## src/rtl/pixel_sink_pkg.sv

```systemverilog
// Shared screen geometry, field widths and the packed pixel record for the
// pixel sink and its FIFO.
package pixel_sink_pkg;
  localparam int SCREEN_W = 160;
  localparam int SCREEN_H = 120;
  localparam int X_W      = 8;
  localparam int Y_W      = 7;
  localparam int C_W      = 3;
  localparam int ADDR_W   = 15;
  localparam int OOB_W    = 8;
  localparam int PIX_W    = X_W + Y_W + C_W;

  typedef struct packed {
    logic [X_W-1:0] x;
    logic [Y_W-1:0] y;
    logic [C_W-1:0] c;
  } pixel_t;
endpackage

```

## src/rtl/pixel_fifo.sv

```systemverilog
// DEPTH x W synchronous FIFO with a combinational head read.
// Push is ignored when full and pop is ignored when empty.
module pixel_fifo #(
  parameter int DEPTH = 4,
  parameter int W     = 18
) (
  input  logic         clk,
  input  logic         resetn,
  input  logic         push,
  input  logic         pop,
  input  logic [W-1:0] wdata,
  output logic [W-1:0] rdata,
  output logic         full,
  output logic         empty
);
  localparam int PW = $clog2(DEPTH);
  localparam int CW = $clog2(DEPTH + 1);

  logic [W-1:0]  mem [DEPTH];
  logic [PW-1:0] wr_ptr, rd_ptr;
  logic [CW-1:0] cnt;
  logic          do_push, do_pop;

  assign full    = (cnt == CW'(DEPTH));
  assign empty   = (cnt == '0);
  assign do_push = push && !full;
  assign do_pop  = pop && !empty;
  assign rdata   = mem[rd_ptr];

  always_ff @(posedge clk or negedge resetn) begin
    if (!resetn) begin
      wr_ptr <= '0;
      rd_ptr <= '0;
      cnt    <= '0;
    end else begin
      // DEPTH is a power of two, so pointer wrap is the natural overflow
      if (do_push) wr_ptr <= wr_ptr + PW'(1);
      if (do_pop)  rd_ptr <= rd_ptr + PW'(1);
      case ({do_push, do_pop})
        2'b10:   cnt <= cnt + CW'(1);
        2'b01:   cnt <= cnt - CW'(1);
        default: cnt <= cnt;
      endcase
    end
  end

  always_ff @(posedge clk) begin
    if (do_push) mem[wr_ptr] <= wdata;
  end
endmodule

```

## src/rtl/pixel_sink.sv

```systemverilog
// Buffers drawer pixels, drops off-screen ones, and issues one framebuffer
// write per in-range pixel whenever the write port is free.
module pixel_sink
  import pixel_sink_pkg::*;
#(
  parameter int WIDTH  = SCREEN_W,
  parameter int HEIGHT = SCREEN_H,
  parameter int DEPTH  = 4
) (
  input  logic              clk,
  input  logic              resetn,
  input  logic              plot,
  input  logic [X_W-1:0]    x_in,
  input  logic [Y_W-1:0]    y_in,
  input  logic [C_W-1:0]    c_in,
  output logic              ready,
  input  logic              mem_busy,
  output logic              mem_we,
  output logic [ADDR_W-1:0] mem_addr,
  output logic [C_W-1:0]    mem_data,
  output logic [ADDR_W-1:0] pix_count,
  output logic [OOB_W-1:0]  oob_count,
  output logic              overflow,
  input  logic              clear
);
  pixel_t              in_px, head;
  logic                full, empty, pop, in_range;
  logic [ADDR_W-1:0]   addr;

  assign in_px = '{x: x_in, y: y_in, c: c_in};
  assign ready = !full;
  assign pop   = !empty && !mem_busy;

  pixel_fifo #(.DEPTH(DEPTH), .W(PIX_W)) u_fifo (
    .clk    (clk),
    .resetn (resetn),
    .push   (plot),
    .pop    (pop),
    .wdata  (in_px),
    .rdata  (head),
    .full   (full),
    .empty  (empty)
  );

  assign in_range = (int'(head.x) < WIDTH) && (int'(head.y) < HEIGHT);

  generate
    if (WIDTH == 160) begin : g_shift
      // y*160 = y*128 + y*32
      assign addr = (ADDR_W'(head.y) << 7) + (ADDR_W'(head.y) << 5) + ADDR_W'(head.x);
    end else begin : g_mul
      assign addr = ADDR_W'(int'(head.y) * WIDTH + int'(head.x));
    end
  endgenerate

  always_ff @(posedge clk or negedge resetn) begin
    if (!resetn) begin
      mem_we   <= 1'b0;
      mem_addr <= '0;
      mem_data <= '0;
    end else begin
      mem_we <= pop && in_range;
      if (pop && in_range) begin
        mem_addr <= addr;
        mem_data <= head.c;
      end
    end
  end

  always_ff @(posedge clk or negedge resetn) begin
    if (!resetn) begin
      pix_count <= '0;
      oob_count <= '0;
      overflow  <= 1'b0;
    end else if (clear) begin
      pix_count <= '0;
      oob_count <= '0;
      overflow  <= 1'b0;
    end else begin
      if (mem_we && pix_count != '1)         pix_count <= pix_count + ADDR_W'(1);
      if (pop && !in_range && oob_count != '1) oob_count <= oob_count + OOB_W'(1);
      if (plot && !ready)                    overflow  <= 1'b1;
    end
  end
endmodule
```

## config.mk

```make
export PLATFORM = sky130hd
export DESIGN_NAME = pixel_sink
export DESIGN_NICKNAME = d
export VERILOG_FILES = /design/src/rtl/pixel_sink_pkg.sv /design/src/rtl/pixel_fifo.sv /design/src/rtl/pixel_sink.sv
export SDC_FILE = /design/constraint.sdc
export NUM_CORES = 1
export LEC_CHECK = 0
export ABC_AREA = 1
export BUFFER_PORTS_ARGS = -buffer_cell sky130_fd_sc_hd__buf_4
export CORE_ASPECT_RATIO = 0.75
export CORE_UTILIZATION = 53
export DETAILED_ROUTE_END_ITERATION = 16
export MAX_ROUTING_LAYER = met4
export PLACE_DENSITY = 0.86
export SETUP_SLACK_MARGIN = 0.4
export SYNTH_ARGS = -nofsm -noshare
export SYNTH_HDL_FRONTEND = slang
export SYNTH_SLANG_ARGS = --single-unit
```

## constraint.sdc

```tcl
create_clock -name clk -period 2.9 [get_ports clk]
set_input_delay 0.435 -clock clk [delete_from_list [all_inputs] [get_ports clk]]
set_output_delay 0.435 -clock clk [all_outputs]
set_load 0.05 [all_outputs]
```

**After elaboration in Yosys (flattened, before gate mapping)**

Memories as Yosys holds them, arrays and structs flattened.
Cells that the tools add are included.

- Flip-flop bits (word level): 50
- Memory bits (writable): 72
- Bits of input ports: 23
- Output and inout bits: 44
- Word-level logic and storage cells: 52
- Memories kept: 1

Memories:

| memory | depth | width | rd ports | clocked after Yosys merged registers in | write ports | line | RTL |
|---|---|---|---|---|---|---|---|
| u_fifo.mem | 4 | 18 | 1 | 0 | 1 | pixel_fifo.sv:19 | `logic [W-1:0] mem [DEPTH];` |

- Add/subtract/negate cells: 8
- Magnitude comparators: 2
- Equal/unequal tests: 5
- Muxes and demuxes: 9
- Reductions and logical operators: 18

Operators with widths:

| cell | count |
|---|---|
| 15-bit 2-to-1 mux | 2 |
| 8-bit 2-to-1 mux | 2 |
| 14-bit by 12-bit adder with 15-bit output | 1 |
| 15-bit by 1-bit adder with 15-bit output (second input constant) | 1 |
| 15-bit by 8-bit adder with 15-bit output | 1 |
| 15-bit != test (second input constant) | 1 |
| 1-bit logical AND | 9 |
| 8-bit by 1-bit adder with 8-bit output (second input constant) | 1 |
| 8-bit < comparator (second input constant) | 1 |
| 8-bit != test (second input constant) | 1 |
| 2-bit nonzero test | 4 |
| 7-bit < comparator (second input constant) | 1 |
| 3-bit case mux with 2 select lines | 1 |
| 2-bit by 1-bit adder with 2-bit output (second input constant) | 2 |
| 1-bit zero test | 4 |
| 1-bit 2-to-1 mux | 4 |
| 3-bit by 1-bit adder with 3-bit output (second input constant) | 1 |
| 3-bit == test (second input constant) | 1 |
| 3-bit zero test | 1 |
| 3-bit by 1-bit subtractor with 3-bit output (second input constant) | 1 |
| 2-bit by 1-bit == test with 1-bit output (second input constant) | 1 |
| 2-bit == test (second input constant) | 1 |

**Depth between registers and ports, before layout**

Gate-level depths: netlist of run 1.
An unclocked memory read counts as a cell.

- Depth in word-level cells: 8
- Gate-level depth with buffers: 18
- Depth with buffers taken out: 16

**Cells and area by module**

Synthesis of run 1 repeated with hierarchy kept, for this count alone.

- Cell total of the unflattened synthesis: 629
- Area, all modules: 5,997.0 um^2

By module, submodules not included:

| module | instances | cells an instance | area an instance (um^2) | sequential area each (um^2) |
|---|---|---|---|---|
| pixel_fifo | 1 | 270 | 3,340.7 | 2,337.2 |
| pixel_sink | 1 | 359 | 2,656.3 | 1,076.0 |

**Worst setup path after synthesis of run 1**

No wires, ideal clock.

- Path kind: reg2reg
- From: reg u_fifo.rd_ptr[0]
- To: reg mem_addr[14]
- Setup time: 0.118 ns
- Data arrival time: 2.763 ns
- Required time: 2.782 ns
- Path slack: 0.020 ns
- Stages on the path, launching flop included: 17
- Path buffers: 3
- Period minus slack after synthesis: 2.880 ns
- Path through: dfrtp_1 > buf_6 > inv_2 > buf_6 > clkbuf_1 > nand2_1 > a32oi_1 > inv_1 > fa_1 > inv_1 > fa_1 > nand3_1 > nand3_1 > nand3_1 > nand3_1 > nand2_1 > nand2_1

- Cells in the longest elaborated chain, start to end: 4
- Elaborated cells on any way between the ends: 7
- Classes of those cells: add/sub (2); order compare (2); reduce/logical (2); memory (1)

Ends and longest elaborated chain:

| what | line | RTL |
|---|---|---|
| start, declared | pixel_fifo.sv:20 | `logic [PW-1:0] wr_ptr, rd_ptr;` |
| start signal, assigned | pixel_fifo.sv:38 | `if (do_pop) rd_ptr <= rd_ptr + PW'(1);` |
| memory 4 x 18 bit * | n/a |  |
| parallel branches: the longest is 3 deep, another holds 14-bit by 12-bit adder with 15-bit output | n/a |  |
| end signal, assigned | pixel_sink.sv:64 | `mem_addr <= addr;` |
| end, declared | pixel_sink.sv:19 | `output logic [ADDR_W-1:0] mem_addr,` |

Mark *: on every way between the ends.
A chain may end at the register's enable or synchronous reset.

**Worst setup path after layout of run 1**

- From: reg u_fifo.rd_ptr[0]
- To: reg mem_addr[13]

The elaborated chain is that of the path after synthesis.

==> results of run 1 <==
[worst reg2reg max path, cell delays in order (launching register included)]
cell,delay [ns]
dfrtp_2,0.49
buf_12,0.19
nand2_1,0.07
nand3_1,0.09
nand2_2,0.13
inv_1,0.08
ha_1,0.32
ha_1,0.37
nand2_1,0.09
inv_1,0.07
a21boi_1,0.23
nand2_1,0.08
nand2_1,0.06
nand2_1,0.05
nand2_1,0.07
nand2_1,0.05
[cells in the mapped netlist (all sizes together), types with 2 or more instances]
library cell,instances,area [sq um]
inv,51,194
a21oi,14,70.1
xor2,12,105
fa,3,60.1
o21bai,3,22.5
xnor2,5,43.8
clkbuf,7,26.3
o211ai,2,15.0
nor3,7,35.0
o22ai,9,56.3
nor2,45,188
nand2,156,603
ha,20,250
dfrtp,50,1250
o21ai,36,184
nand4,14,87.6
buf,10,91.3
edfxtp,72,2160
nand3,43,228
a32oi,2,17.5
[cell usage in the layout (no fill, tap or decap), types with 14 or more instances in the layout]
master     Yosys  routed
inv_1         47      46
buf_4          4      76
nor2_1        43      43
clkbuf_16      0      17
o21ai_0       28      26
nand4_1       14      14
ha_1          20      18
edfxtp_1      72      72
nand3_1       42      38
nand2_1      151     150
dfrtp_1       50      49
[routing by layer]
metal / wire length, microns / up-vias
met3: 919 / 27
met1: 5930 / 2187
met4: 263 / 0
met5: 0 / -
met2: 6660 / 203
li1: - / 2082
[flip-flops by register name, summed over array words and instances, names as in the netlist]
name / flops
oob_count: 8
mem_data: 3
u_fifo.wr_ptr: 2
u_fifo.cnt: 3
u_fifo.rd_ptr: 2
pix_count: 15
mem_we: 1
mem_addr: 15
u_fifo.mem: 72
overflow: 1
[layout make-up]
| cell class | instances | area, sq um | area share |
|---|---|---|---|
| Timing Repair Buffer | 78 | 623 | 0.0874 |
| Tap cell | 136 | 170 | 0.0239 |
| Multi-Input combinational cell | 376 | 2100 | 0.294 |
| Timing Repair inverter | 1 | 6.26 | 0.000878 |
| Inverter | 52 | 208 | 0.0291 |
| Clock buffer | 19 | 433 | 0.0607 |
| Clock inverter | 13 | 176 | 0.0248 |
| Sequential cell | 122 | 3410 | 0.479 |
[cell families (layout without fill, tap and decap cells)]
logic type	count (synthesis)	count (layout)	share of synthesized area
buffers and inverters	69	163	0.0549
XOR/XNOR	17	17	0.0259
adder cells (fa/ha/maj)	23	23	0.0541
flip-flops	122	122	0.595
AO/OA/AOI/OAI	70	70	0.0702
AND/OR/NAND/NOR	266	266	0.200
[power groups by stage]
stage          logic [mW]  registers [mW]  clock network [mW]
6_report             4.65            2.50                2.19
5_1_grt              5.11            2.53                2.30
4_1_cts              4.62            2.49                2.20
3_5_place_dp         4.26            2.50                   0
3_3_place_gp         4.05            2.48                   0
2_1_floorplan        2.87            2.92                   0
[timing repair]
action | CTS | global route
buffers inserted | 3 | 0
gates cloned | 2 | 0
endpoints found under the setup margin | 8 | 7
pin swaps | 1 | 1
gates resized for setup | 12 | 1
[path summary, 6_finish.rpt]
kind,from,to,slack (ns)
setup / recovery,u_fifo.rd_ptr[0]$_DFFE_PN0P_,mem_addr[13]$_DFFE_PN0P_,0.35
hold / removal,resetn,pix_count[8]$_DFFE_PN0P_,0.05
setup reg to reg,u_fifo.rd_ptr[0]$_DFFE_PN0P_,mem_addr[13]$_DFFE_PN0P_,0.35
hold reg to reg,mem_addr[5]$_DFFE_PN0P_,mem_addr[5]$_DFFE_PN0P_,0.48
max in group asynchronous,resetn,u_fifo.rd_ptr[0]$_DFFE_PN0P_,2.38
min in group clk,c_in[0],u_fifo.mem[3][0]$_DFFE_PP_,0.22
[through the flow]
stage                     hold slack [ns]   util
final                              0.0458  0.685
after global routing               0.0888  0.685
after CTS                          0.0724  0.685
after detailed placement            0.473  0.616
after global placement              0.468  0.616
after floorplan                     0.139      -
==> key figures, run 1 <==
Detailed routing
  • Final ANT Viol Nets: 0
  • 1st-iter DRT viols: 550
  • First-pass iteration count of the detailed router: 5
  • DRC: 0
  • Routed wire length: 13800 microns
  • Vias: 4499
  • Via-per-instance ratio: 5.64
  • Wire length per cell: 17.3 microns

Clock network
  • Clk sink count: 122
  • CTS buffer count: 17
  • H-tree depth: 4
  • CTS max path bufs: 2
  • CTS tree: yes
  • Clk slew on worst S/H paths: 0.05 ns
  • CTS root buf: clkbuf_16
  • CTS Hold Bufs: 0
  • Worst-skew pair later-pin latency: 0.41 ns

Finish
  • Layout cells sized above 1: 0.203
  • Area Overhead vs Synth: 24.2%
  • Final Cell Area: 7130 sq um
  • Final nets: 694
  • FILL cells: 715
  • N_diodes: 0
  • Finished Layout Cells: 797

Floorplanning
  • # IOs: 67
  • Die height: 92.1 microns
  • Width of the die: 122 microns
  • Die ar.: 11300 sq um
  • Starting Density: 0.551
  • Row cnt: 32
  • Core area: 10400 sq um

Timing
  • Max Freq: 392 MHz
  • Setup violators final: 0
  • TNS Setup: 0 ns
  • RSZ-0062 raised after global routing: yes
  • Tcrit/Tclk final: 0.879
  • Final worst slack: 0.349 ns
  • Pins Over Slew Limit: 0
  • Endpoints failing hold: 0
  • Layout Skew: 0.00653 ns
  • Worst rel slew slack: 0.495
  • Worst Max-Slew Pin Slew: 0.753 ns
  • Period minus WS final: 2.55 ns

Power
  • Psw: 4.00 mW
  • Sequential share of power: 0.267
  • Pwr dens: 1310 nW/um^2
  • IR drop worst, VDD: 0.715 mV
  • Int Power: 5.34 mW
  • Overall Power: 9.34 mW
  • Clock power share: 0.234
  • P_leak: 3.15 nW
  • Sw Ratio: 0.428
  • Combinational share of power: 0.498

Global routing
  • Vias in the first global route: 4575
  • Pin count of the biggest net entering global routing: 51
  • Routing usage on met1: 0.360
  • Total GRT Usage: 0.281
  • M2 GR Usage: 0.435
  • First-pass GRT wire length: 23000 microns
  • Antenna violations before repair: 0
  • GRT busiest layer: met2
  • Grt ovf: 0
  • Routing usage on met3: 0.0709

Setup path
  • CP most frequent cell: nand2_1
  • Crit-path cells: buf_12 > nand2_1 > nand3_1 > nand2_2 > inv_1 > ha_1 > ha_1 > nand2_1 > inv_1 > a21boi_1 > nand2_1 > nand2_1 > nand2_1 > nand2_1 > nand2_1
  • WP data arrival: 2.85 ns
  • Startpoint Class: register
  • Worst reg-to-reg path cell count: 15
  • Crit-path max cell delay: 0.49 ns
  • CP Capture Type: register
  • Stages on worst setup path: 15
  • Worst path required time: 3.20 ns
  • Slowest CP cell: dfrtp_2
  • Cell family with most CP delay: simple AND/OR/NAND/NOR gates
  • Worst path bufs/invs: 3
  • Critical-path maximum fanout: 17
  • Crit path kind: reg2reg

Place
  • Post-DP HPWL: 8780 microns
  • Gpl congestion: 0.898
  • Area after DPL: 6410 sq um
  • Post-place setup slack: 0.181 ns
  • Post-placement cell count: 760
  • Port Buffers: 66

Yosys
  • Yosys cell types: 37
  • Synth Cell Area: 5740 sq um
  • YS warnings: 0
  • Mean Syn Cell Area: 10.1 sq um
  • Post-synth top flop: edfxtp_1
  • Syn Nets: 613
  • Seq/Total Area, Yosys: 0.595
  • EDFF count, synth: 72
  • Register bit count reported by yosys: 122
  • Synthesized instance count: 567
  • Asr flop ratio synth: 0.410

Job
  • Max-capacitance violation count: 0

Hold path
  • Hold Path Class: in2async

Status
  • Status: finished, final reports clean
No activity file was read; power rests on OpenSTA's default activity.
==> run 2: changes to the inputs <==
--- a/config.mk
+++ b/config.mk
@@ -10,7 +10,6 @@
 export CORE_ASPECT_RATIO = 0.75
 export CORE_UTILIZATION = 53
 export DETAILED_ROUTE_END_ITERATION = 16
-export MAX_ROUTING_LAYER = met4
 export PLACE_DENSITY = 0.86
 export SETUP_SLACK_MARGIN = 0.4
 export SYNTH_ARGS = -nofsm -noshare
==> run 2 against run 1 <==
Effect of this change: critical path depth down 5; sequential share of layout area down 0.90 points; die area did not move; flip-flop and latch count is the same; core utilization rose by 1.3 points; first-iteration DRC count is 28% lower; power rose by 4.6%; critical path type unchanged.
==> key figures, run 2 (synthesized netlist as in run 1, its figures left out) <==
Global routing
  • Grt ovf: 0
  • First-pass GRT wire length: 22800 microns
  • Total GRT Usage: 0.275
  • Antenna violations before repair: 0
  • Vias in the first global route: 4563
  • Pin count of the biggest net entering global routing: 51

Timing
  • Endpoints failing hold: 0
  • Period minus WS final: 2.62 ns
  • Worst Max-Slew Pin Slew: 0.734 ns
  • Tcrit/Tclk final: 0.903
  • Hold WS: 0.0523 ns
  • Layout Skew: 0.00515 ns
  • Final worst slack: 0.282 ns
  • RSZ-0062 raised after global routing: yes
  • Worst rel slew slack: 0.508
  • Max Freq: 382 MHz
  • TNS Setup: 0 ns
  • Setup violators final: 0
  • Pins Over Slew Limit: 0

Finish
  • Final nets: 703
  • Area Overhead vs Synth: 26.6%
  • Most common cell after layout, fill and taps aside: nand2_1
  • Layout cells sized above 1: 0.228
  • Max reg flops: 72
  • FILL cells: 703
  • Largest registers: u_fifo.mem x72, mem_addr x15, pix_count x15
  • Finished Layout Cells: 806
  • Most frequent cells in the layout: nand2_1 (147), buf_4 (81), edfxtp_1 (72), dfrtp_1 (48), inv_1 (44)
  • Final Cell Area: 7270 sq um
  • Final core utilization: 0.698
  • Largest reg by FF count: u_fifo.mem
  • N_diodes: 0

Clock network
  • CTS max path bufs: 2
  • CTS root buf: clkbuf_16
  • CTS buffer count: 17
  • H-tree depth: 4
  • Clk sink count: 122
  • CTS tree: yes
  • Clk slew on worst S/H paths: 0.06 ns
  • Worst-skew pair later-pin latency: 0.42 ns

Floorplanning
  • Width of the die: 122 microns
  • Core area: 10400 sq um
  • Die height: 92.1 microns
  • Row cnt: 32
  • # IOs: 67
  • Die ar.: 11300 sq um
  • Starting Density: 0.551

Job
  • Max-capacitance violation count: 0

Place
  • Post-placement cell count: 760
  • Post-place setup slack: 0.170 ns
  • Area after DPL: 6410 sq um
  • Post-DP HPWL: 8960 microns
  • Gpl congestion: 0.879
  • Port Buffers: 66

Setup path
  • CP Capture Type: register
  • Crit-path cells: inv_8 > o21ai_0 > o22ai_2 > ha_1 > ha_1 > fa_2 > nand3_2 > nand3_2 > xor2_1 > o21ai_1
  • Worst path bufs/invs: 1
  • Crit-path max cell delay: 0.50 ns
  • Worst path required time: 3.22 ns
  • Stages on worst setup path: 10
  • Slowest CP cell: dfrtp_2
  • Critical-path maximum fanout: 8
  • Crit path kind: reg2reg
  • Worst reg-to-reg path cell count: 10
  • WP data arrival: 2.94 ns
  • Cell family with most CP delay: adder cells
  • Startpoint Class: register

Power
  • P_leak: 3.22 nW
  • Overall Power: 9.77 mW
  • IR drop worst, VDD: 0.788 mV
  • Pwr dens: 1340 nW/um^2

Detailed routing
  • Via-per-instance ratio: 5.70
  • Routed wire length: 14500 microns
  • Vias: 4592
  • Wire length per cell: 18.0 microns
  • Final ANT Viol Nets: 0
  • First-pass iteration count of the detailed router: 6
  • 1st-iter DRT viols: 397
  • DRC: 0

Hold path
  • Hold Path Class: in2async

Status
  • Status: finished, final reports clean
[run 2: repair_timing]
action,in CTS,in global routing
cloned,2,1
endpoints found under the setup margin,8,6
pin swaps,1,3
hold buffers,0,0
endpoints found under the hold margin,0,0
gates resized for setup,16,14
buffers inserted,8,3
[run 2: worst paths after layout]
path	start	to	slack (ns)
max in group asynchronous	resetn	u_fifo.rd_ptr[0]$_DFFE_PN0P_	2.35
setup reg to reg	u_fifo.rd_ptr[0]$_DFFE_PN0P_	mem_addr[10]$_DFFE_PN0P_	0.28
hold reg to reg	mem_addr[6]$_DFFE_PN0P_	mem_addr[6]$_DFFE_PN0P_	0.49
hold / removal	resetn	pix_count[8]$_DFFE_PN0P_	0.05
setup / recovery	u_fifo.rd_ptr[0]$_DFFE_PN0P_	mem_addr[10]$_DFFE_PN0P_	0.28
min in group clk	x_in[6]	u_fifo.mem[0][16]$_DFFE_PP_	0.22
[run 2: final cells by class]
type | instances | area, sq um | area share
well taps | 136 | 170 | 0.0234
repair inverters | 2 | 16.3 | 0.00224
multi-input cells | 376 | 2130 | 0.293
clock inverters | 6 | 109 | 0.0150
clock buffers | 26 | 522 | 0.0718
repair buffers | 86 | 694 | 0.0956
flip-flops and latches | 122 | 3420 | 0.470
inverters | 52 | 210 | 0.0289
[run 2: power by group]
group / switching, mW / internal, mW / total (mW)
sequential: 0.246 / 2.28 / 2.52
clock: 0.762 / 1.50 / 2.26
combinational: 3.14 / 1.85 / 4.98
total: 4.14 / 5.62 / 9.77
[run 2: layer usage]
layer	up-vias	part of all wire	GRT usage	wire, microns
met3	43	0.085	0.0641	1240
li1	2100	-	-	-
met5	-	0	0	0
met1	2212	0.39	0.351	5680
met4	0	0.031	0.134	453
met2	237	0.49	0.442	7120
